**config.mk**
```make
export PLATFORM = sky130hd
export DESIGN_NAME = layers_readout_word_packer_flat
export DESIGN_NICKNAME = d
export VERILOG_FILES = /design/src/rtl/layers_readout_word_packer_if.sv /design/src/rtl/layers_readout_word_packer.sv /design/src/flat_wrapper.sv
export SDC_FILE = /design/constraint.sdc
export NUM_CORES = 1
export LEC_CHECK = 0
export ABC_AREA = 1
export ABC_CLOCK_PERIOD_IN_PS = 7800
export CAP_MARGIN = 20
export CORE_ASPECT_RATIO = 0.75
export CORE_MARGIN = 4
export CORE_UTILIZATION = 45
export DETAILED_ROUTE_END_ITERATION = 8
export PLACE_DENSITY = 0.69
export SLEW_MARGIN = 20
export SYNTH_ARGS = -nofsm -noshare
export SYNTH_HDL_FRONTEND = slang
export SYNTH_SLANG_ARGS = --single-unit
```
**constraint.sdc**
```tcl
create_clock -name clk_core -period 7.8 [get_ports clk_core]
set_clock_uncertainty 0.15 [all_clocks]
set_input_delay 1.17 -clock clk_core [delete_from_list [all_inputs] [get_ports clk_core]]
set_output_delay 1.17 -clock clk_core [all_outputs]
set_load 0.03 [all_outputs]
```
**src/rtl/layers_readout_word_packer_if.sv**
```systemverilog
`default_nettype none
// ============================================================================
// Module   : layers_readout_word_packer_if
// Brief    : Byte-in / word-out AXI-Stream bundle for the readout word packer.
// Revision : 1.0
// ============================================================================
interface layers_readout_word_packer_if;
  logic [7:0]  s_axis_tdata;
  logic        s_axis_tvalid;
  logic        s_axis_tlast;
  logic        s_axis_tready;
  logic [31:0] m_axis_tdata;
  logic [3:0]  m_axis_tkeep;
  logic        m_axis_tvalid;
  logic        m_axis_tlast;
  logic        m_axis_tready;

  // Packer side: consumes bytes, produces words.
  modport slave (
    input  s_axis_tdata, s_axis_tvalid, s_axis_tlast,
    output s_axis_tready,
    output m_axis_tdata, m_axis_tkeep, m_axis_tvalid, m_axis_tlast,
    input  m_axis_tready
  );

  // Environment side: produces bytes, consumes words.
  modport master (
    output s_axis_tdata, s_axis_tvalid, s_axis_tlast,
    input  s_axis_tready,
    input  m_axis_tdata, m_axis_tkeep, m_axis_tvalid, m_axis_tlast,
    output m_axis_tready
  );
endinterface
`default_nettype wire

```
**src/rtl/layers_readout_word_packer.sv**
```systemverilog
`default_nettype none
// ============================================================================
// Module   : layers_readout_word_packer
// Brief    : Packs the readout byte stream into 32-bit LE words with tkeep/tlast.
// Revision : 1.0
// ============================================================================
module layers_readout_word_packer #(
  parameter logic [7:0] PAD_BYTE  = 8'h00,
  parameter int         TIMEOUT_W = 16
) (
  input  logic                          clk_core,
  input  logic                          clk_core_rst,
  layers_readout_word_packer_if.slave   bus,
  input  logic                          cfg_enable,
  input  logic [TIMEOUT_W-1:0]          cfg_flush_timeout,
  output logic [31:0]                   stat_words,
  output logic [31:0]                   stat_frames,
  output logic [15:0]                   stat_timeout_flush
);

  localparam logic [2:0] FILL_EMPTY = 3'd0;
  localparam logic [2:0] FILL_LANE3 = 3'd3;

  // Assembly stage; r_fill counts filled lanes (0..4), so it doubles as next lane index.
  logic [31:0]          r_asm_data;
  logic [2:0]           r_fill;
  logic                 r_pending;
  logic                 r_asm_last;

  logic [31:0]          r_out_data;
  logic [3:0]           r_out_keep;
  logic                 r_out_valid;
  logic                 r_out_last;

  logic [TIMEOUT_W-1:0] r_idle;
  logic [31:0]          r_stat_words;
  logic [31:0]          r_stat_frames;
  logic [15:0]          r_stat_timeout;

  logic                 w_slot_free;
  logic                 w_ready;
  logic                 w_accept;
  logic                 w_move;
  logic [2:0]           w_base_fill;
  logic [TIMEOUT_W-1:0] w_idle_next;
  logic                 w_flush;
  logic [3:0]           w_keep;
  logic                 w_word_xfer;

  assign w_slot_free = !r_out_valid | bus.m_axis_tready;
  assign w_ready     = cfg_enable & (!r_pending | w_slot_free);
  assign w_accept    = bus.s_axis_tvalid & w_ready;
  assign w_move      = r_pending & w_slot_free;
  assign w_base_fill = w_move ? FILL_EMPTY : r_fill;
  assign w_idle_next = (&r_idle) ? r_idle : r_idle + 1'b1;
  assign w_word_xfer = r_out_valid & bus.m_axis_tready;

  // Flush fires on the cycle the idle count would reach the threshold; an accept always wins.
  assign w_flush = !r_pending & (r_fill != FILL_EMPTY) & (cfg_flush_timeout != '0)
                 & (w_idle_next >= cfg_flush_timeout) & !w_accept;

  always_comb begin
    w_keep = 4'hF;
    case (r_fill)
      3'd1:    w_keep = 4'h1;
      3'd2:    w_keep = 4'h3;
      3'd3:    w_keep = 4'h7;
      default: w_keep = 4'hF;
    endcase
  end

  always_ff @(posedge clk_core) begin
    if (clk_core_rst) begin
      r_asm_data     <= '0;
      r_fill         <= FILL_EMPTY;
      r_pending      <= 1'b0;
      r_asm_last     <= 1'b0;
      r_out_data     <= '0;
      r_out_keep     <= '0;
      r_out_valid    <= 1'b0;
      r_out_last     <= 1'b0;
      r_idle         <= '0;
      r_stat_words   <= '0;
      r_stat_frames  <= '0;
      r_stat_timeout <= '0;
    end else begin
      if (w_move) begin
        r_pending <= 1'b0;
        r_fill    <= FILL_EMPTY;
      end

      if (w_accept) begin
        // Starting a new word pre-fills the upper lanes with padding.
        if (w_base_fill == FILL_EMPTY)
          r_asm_data <= {{3{PAD_BYTE}}, bus.s_axis_tdata};
        else
          r_asm_data[{w_base_fill[1:0], 3'b000} +: 8] <= bus.s_axis_tdata;
        r_fill     <= w_base_fill + 3'd1;
        r_asm_last <= bus.s_axis_tlast;
        if (w_base_fill == FILL_LANE3 || bus.s_axis_tlast)
          r_pending <= 1'b1;
      end else if (w_flush) begin
        r_pending  <= 1'b1;
        r_asm_last <= 1'b0;
        if (r_stat_timeout != 16'hFFFF)
          r_stat_timeout <= r_stat_timeout + 16'd1;
      end

      if (w_slot_free) begin
        r_out_valid <= r_pending;
        if (r_pending) begin
          r_out_data <= r_asm_data;
          r_out_keep <= w_keep;
          r_out_last <= r_asm_last;
        end
      end

      if (w_accept || w_flush || (r_fill == FILL_EMPTY && !r_pending))
        r_idle <= '0;
      else
        r_idle <= w_idle_next;

      if (w_word_xfer) begin
        r_stat_words <= r_stat_words + 32'd1;
        if (r_out_last)
          r_stat_frames <= r_stat_frames + 32'd1;
      end
    end
  end

  assign bus.s_axis_tready = w_ready;
  assign bus.m_axis_tdata  = r_out_data;
  assign bus.m_axis_tkeep  = r_out_keep;
  assign bus.m_axis_tvalid = r_out_valid;
  assign bus.m_axis_tlast  = r_out_last;

  assign stat_words         = r_stat_words;
  assign stat_frames        = r_stat_frames;
  assign stat_timeout_flush = r_stat_timeout;

endmodule
`default_nettype wire

```
**src/flat_wrapper.sv**
```systemverilog
// flat-port wrapper written by rule: the top's interface ports become plain ports
module layers_readout_word_packer_flat 
#(
  parameter logic [7:0] PAD_BYTE  = 8'h00,
  parameter int         TIMEOUT_W = 16
)
  (clk_core, clk_core_rst, cfg_enable, cfg_flush_timeout, stat_words, stat_frames, stat_timeout_flush, bus_s_axis_tdata, bus_s_axis_tvalid, bus_s_axis_tlast, bus_s_axis_tready, bus_m_axis_tdata, bus_m_axis_tkeep, bus_m_axis_tvalid, bus_m_axis_tlast, bus_m_axis_tready);
  layers_readout_word_packer_if bus_i ();
  input  logic clk_core;
  input  logic clk_core_rst;
  input  logic cfg_enable;
  input  logic [TIMEOUT_W-1:0] cfg_flush_timeout;
  output logic [31:0] stat_words;
  output logic [31:0] stat_frames;
  output logic [15:0] stat_timeout_flush;
  input wire logic [$bits(bus_i.s_axis_tdata)-1:0] bus_s_axis_tdata;
  input wire logic [$bits(bus_i.s_axis_tvalid)-1:0] bus_s_axis_tvalid;
  input wire logic [$bits(bus_i.s_axis_tlast)-1:0] bus_s_axis_tlast;
  output wire logic [$bits(bus_i.s_axis_tready)-1:0] bus_s_axis_tready;
  output wire logic [$bits(bus_i.m_axis_tdata)-1:0] bus_m_axis_tdata;
  output wire logic [$bits(bus_i.m_axis_tkeep)-1:0] bus_m_axis_tkeep;
  output wire logic [$bits(bus_i.m_axis_tvalid)-1:0] bus_m_axis_tvalid;
  output wire logic [$bits(bus_i.m_axis_tlast)-1:0] bus_m_axis_tlast;
  input wire logic [$bits(bus_i.m_axis_tready)-1:0] bus_m_axis_tready;
  assign bus_i.s_axis_tdata = bus_s_axis_tdata;
  assign bus_i.s_axis_tvalid = bus_s_axis_tvalid;
  assign bus_i.s_axis_tlast = bus_s_axis_tlast;
  assign bus_s_axis_tready = bus_i.s_axis_tready;
  assign bus_m_axis_tdata = bus_i.m_axis_tdata;
  assign bus_m_axis_tkeep = bus_i.m_axis_tkeep;
  assign bus_m_axis_tvalid = bus_i.m_axis_tvalid;
  assign bus_m_axis_tlast = bus_i.m_axis_tlast;
  assign bus_i.m_axis_tready = bus_m_axis_tready;
  layers_readout_word_packer #(.PAD_BYTE(PAD_BYTE), .TIMEOUT_W(TIMEOUT_W)) u_core (.clk_core(clk_core), .clk_core_rst(clk_core_rst), .bus(bus_i), .cfg_enable(cfg_enable), .cfg_flush_timeout(cfg_flush_timeout), .stat_words(stat_words), .stat_frames(stat_frames), .stat_timeout_flush(stat_timeout_flush));
endmodule
```
==> key figures <==
Outcome
  – Status: completed

Floorplan
  – Num ports: 149
  – Row count: 44
  – Core Box Area: 0.0193 mm^2
  – Die Y: 129 um
  – Initial Utilization: 45.7%
  – Die area: 0.0219 mm^2
  – Die Wd: 170 um

Clock network
  – CTS sink cnt: 171
  – CTS Buf Count: 17
  – CTS tree: yes
  – Root Buffer Master: clkbuf_16
  – # Post-CTS Setup Buffers: 0
  – Clk Latency, worst-skew pair: 430 ps
  – Clock transition at path regs: 70 ps
  – Post-CTS resize count: 0
  – H-tree levels: 4
  – Clock Path Buffers: 2
  – # hold bufs at CTS: 0

GRT
  – Met2 usage: 32.3%
  – Largest net degree at the start of global routing: 89
  – Overflow after GRT: 0
  – M3 GR Usage: 4.36%
  – Global-route wire length before repair: 38200 um
  – Total track usage: 21.1%
  – Initial antenna violation count: 0
  – GRT busiest layer: met2
  – Met1 usage: 30.4%
  – Number of global-route vias before repair: 7775

Worst setup path
  – CP max-delay cell: nand2_1
  – RR Startpoint: u_core.r_idle[0]
  – RR Endpoint: u_core.r_idle[8]
  – Worst reg2reg path depth: 17
  – CP Max Fanout: 16
  – CP required: 7980 ps
  – CP Class: register to register
  – Cell mode on critical path: nand2_1
  – Type of origin of the critical path: register
  – R2r setup slk: 3650 ps
  – Crit end category: register
  – CP Data Arrival Time: 4330 ps
  – CP Cell Sequence: ha_1, inv_1, nor3_2, nand3_1, nor2_2, nor2_1, nand2_1, xor2_1, inv_1, ha_1, a21oi_1, o21ai_0, a21oi_1, nand2_1, nand2_1, o2111ai_2, nor2_1
  – Worst Setup SP: u_core.r_idle[0]
  – Setup crit end: u_core.r_idle[8]
  – CP peak stage delay: 440 ps

Synthesis
  – Synth Warn #: 0
  – Post-synthesis instance total: 1261
  – Register area share after synthesis: 38.8%
  – Post-synth top area share: 38.8%
  – Mapped Nets: 1318
  – Post-Syn Area: 0.00882 mm^2
  – Distinct cells, synth: 50
  – Syn Area/Cell: 7.00 um^2
  – Most area-hungry cell type in the Yosys netlist: dfxtp_1
  – Synth top area cells: dfxtp_1 (39%), nor2_1 (9.2%), nand2_1 (8.9%), inv_1 (7.4%), a21oi_1 (5.0%)
  – Register bit total from synthesis: 171

Flow run
  – Max cap viols: 0

Min path
  – HP Class: register to register

STA
  – Setup_tns: 0 ps
  – Worst-Margin Slew: 906 ps
  – RSZ-0062 raised after global routing: no
  – Minimum clock period: 4150 ps
  – Fin. max-slew vios: 0
  – Count of final setup violators: 0
  – Period utilization: 53.1%
  – Worst rel slew slack: 39.6%
  – Final-report hold violation count: 0
  – Peak Freq: 241 MHz

Cells and area
  – Antenna cell count: 0
  – Layout fillers: 1792
  – Non-filler cells, final: 1663
  – Most frequent cells in the layout: nor2_1 (216), nand2_1 (209), inv_1 (173)
  – Area growth from synthesis to layout: 26.1%
  – Commonest non-fill, non-tap cell in the layout: nor2_1
  – # nets final: 1454
  – Ratio of cells with drive above 1 in the final layout: 8.16%
  – Final Cell Area: 0.0111 mm^2

Power
  – LEAKAGE: 4.45 nW
  – Power Dens Cells: 179 mW/mm^2
  – Worst IR drop on VDD: 129 uV

Drt
  – Via Count: 8375
  – Violation count after the first detailed-routing iteration: 580
  – Final WL: 23100 um
  – Antenna viol nets, final: 0
  – Post-route DRC: 0
  – Drt pass-1 iters: 5
  – Vias/cell: 5.04
  – Drt wl/cell: 13.9 um

Place
  – Routability cong.: 0.902
  – Placed cells: 1631
  – HPWL after detailed placement: 16800 um
  – Port Buffers: 148
  – Placed inst area: 0.0105 mm^2
## metrics by stage
stage	setup WS (ps)	total power [mW]	hold WS (ps)	utilization [%]
2_1_floorplan	4580	1.02	295	-
3_3_place_gp	3590	1.07	304	54.2
3_5_place_dp	3500	1.07	310	54.2
4_1_cts	3720	2.01	320	57.6
5_1_grt	3200	2.07	343	57.6
6_report	3650	1.99	318	57.6
## cells in the mapped netlist, drive strengths merged
library cell    n
nor2          244
nand2         221
inv           188
dfxtp         171
a21oi          91
o21ai          82
nand3          56
nor3           42
nand4          38
ha             27
clkbuf         23
xor2           19
o21bai         11
xnor2          11
buf            10
o21a            4
a211oi          3
a31oi           3
and3            3
a31o            2
o31ai           2
a22oi           1
and2            1
clkinv          1
nand3b          1
nor3b           1
o2111ai         1
o211a           1
o221a           1
or2             1
or3             1
## area by class of cell
type / count / area, um^2 / area share [%]
multi-input combinational: 868 / 4520 / 40.7
timing repair buffer: 150 / 1490 / 13.4
sequential: 171 / 3420 / 30.8
clock inverter: 13 / 199 / 1.79
tap: 253 / 317 / 2.85
inverter: 189 / 719 / 6.47
clock buffer: 19 / 453 / 4.07
## worst min-delay path by stage
stage,start,endpoint,slack [ps],cells past startpoint
after detailed placement,u_core.r_asm_data[4],u_core.r_asm_data[4],310,2
after CTS,u_core.r_asm_data[1],u_core.r_asm_data[1],320,2
after global routing,u_core.r_asm_data[6],u_core.r_asm_data[6],340,2
after floorplan,u_core.r_asm_data[15],u_core.r_asm_data[15],290,2
final,u_core.r_asm_data[1],u_core.r_asm_data[1],320,2
after global placement,u_core.r_asm_data[25],u_core.r_asm_data[25],300,2
## sequential cells by signal, summed over array words and instances, names as in the netlist, 3 cells and up
register,flops
u_core.bus.m_axis_tdata,32
u_core.bus.m_axis_tkeep,4
u_core.r_asm_data,32
u_core.r_fill,3
u_core.r_idle,16
u_core.stat_frames,32
u_core.stat_timeout_flush,16
u_core.stat_words,32
## power by group
| part | internal (mW) | total [mW] | leakage (nW) | switching (mW) |
|---|---|---|---|---|
| registers | 0.890 | 0.901 | 1.38 | 0.0109 |
| logic | 0.0535 | 0.150 | 2.75 | 0.0969 |
| clock network | 0.563 | 0.942 | 0.319 | 0.379 |
## metal layers
| layer | wire length, um | share of wire (%) |
|---|---|---|
| met2 | 10100 | 44 |
| met4 | 283 | 1.2 |
| met3 | 1270 | 5.5 |
| met5 | 0 | 0 |
| met1 | 11500 | 50 |
## critical path, delay by kind of cell (launching register included)
| family | cells | cell delay [ps] |
|---|---|---|
| fa+ha+maj | 2 | 500 |
| flops | 1 | 370 |
| simple gates | 8 | 1740 |
| compound gates | 4 | 820 |
| buf+inv | 2 | 180 |
| xor+xnor | 1 | 280 |
## cells by family (layout without fill, tap and decap cells)
kind of cell	count (synthesis)	count (layout)	synth area share [%]
DFF	171	171	38.8
AOI/OAI and AO/OA	202	202	12.8
buffers and inverters	222	371	9.94
xor gates and xnor gates	30	30	2.98
and+or+nand+nor	609	609	31.7
adders and majority gates	27	27	3.83
(Power assumes the default switching activity.)
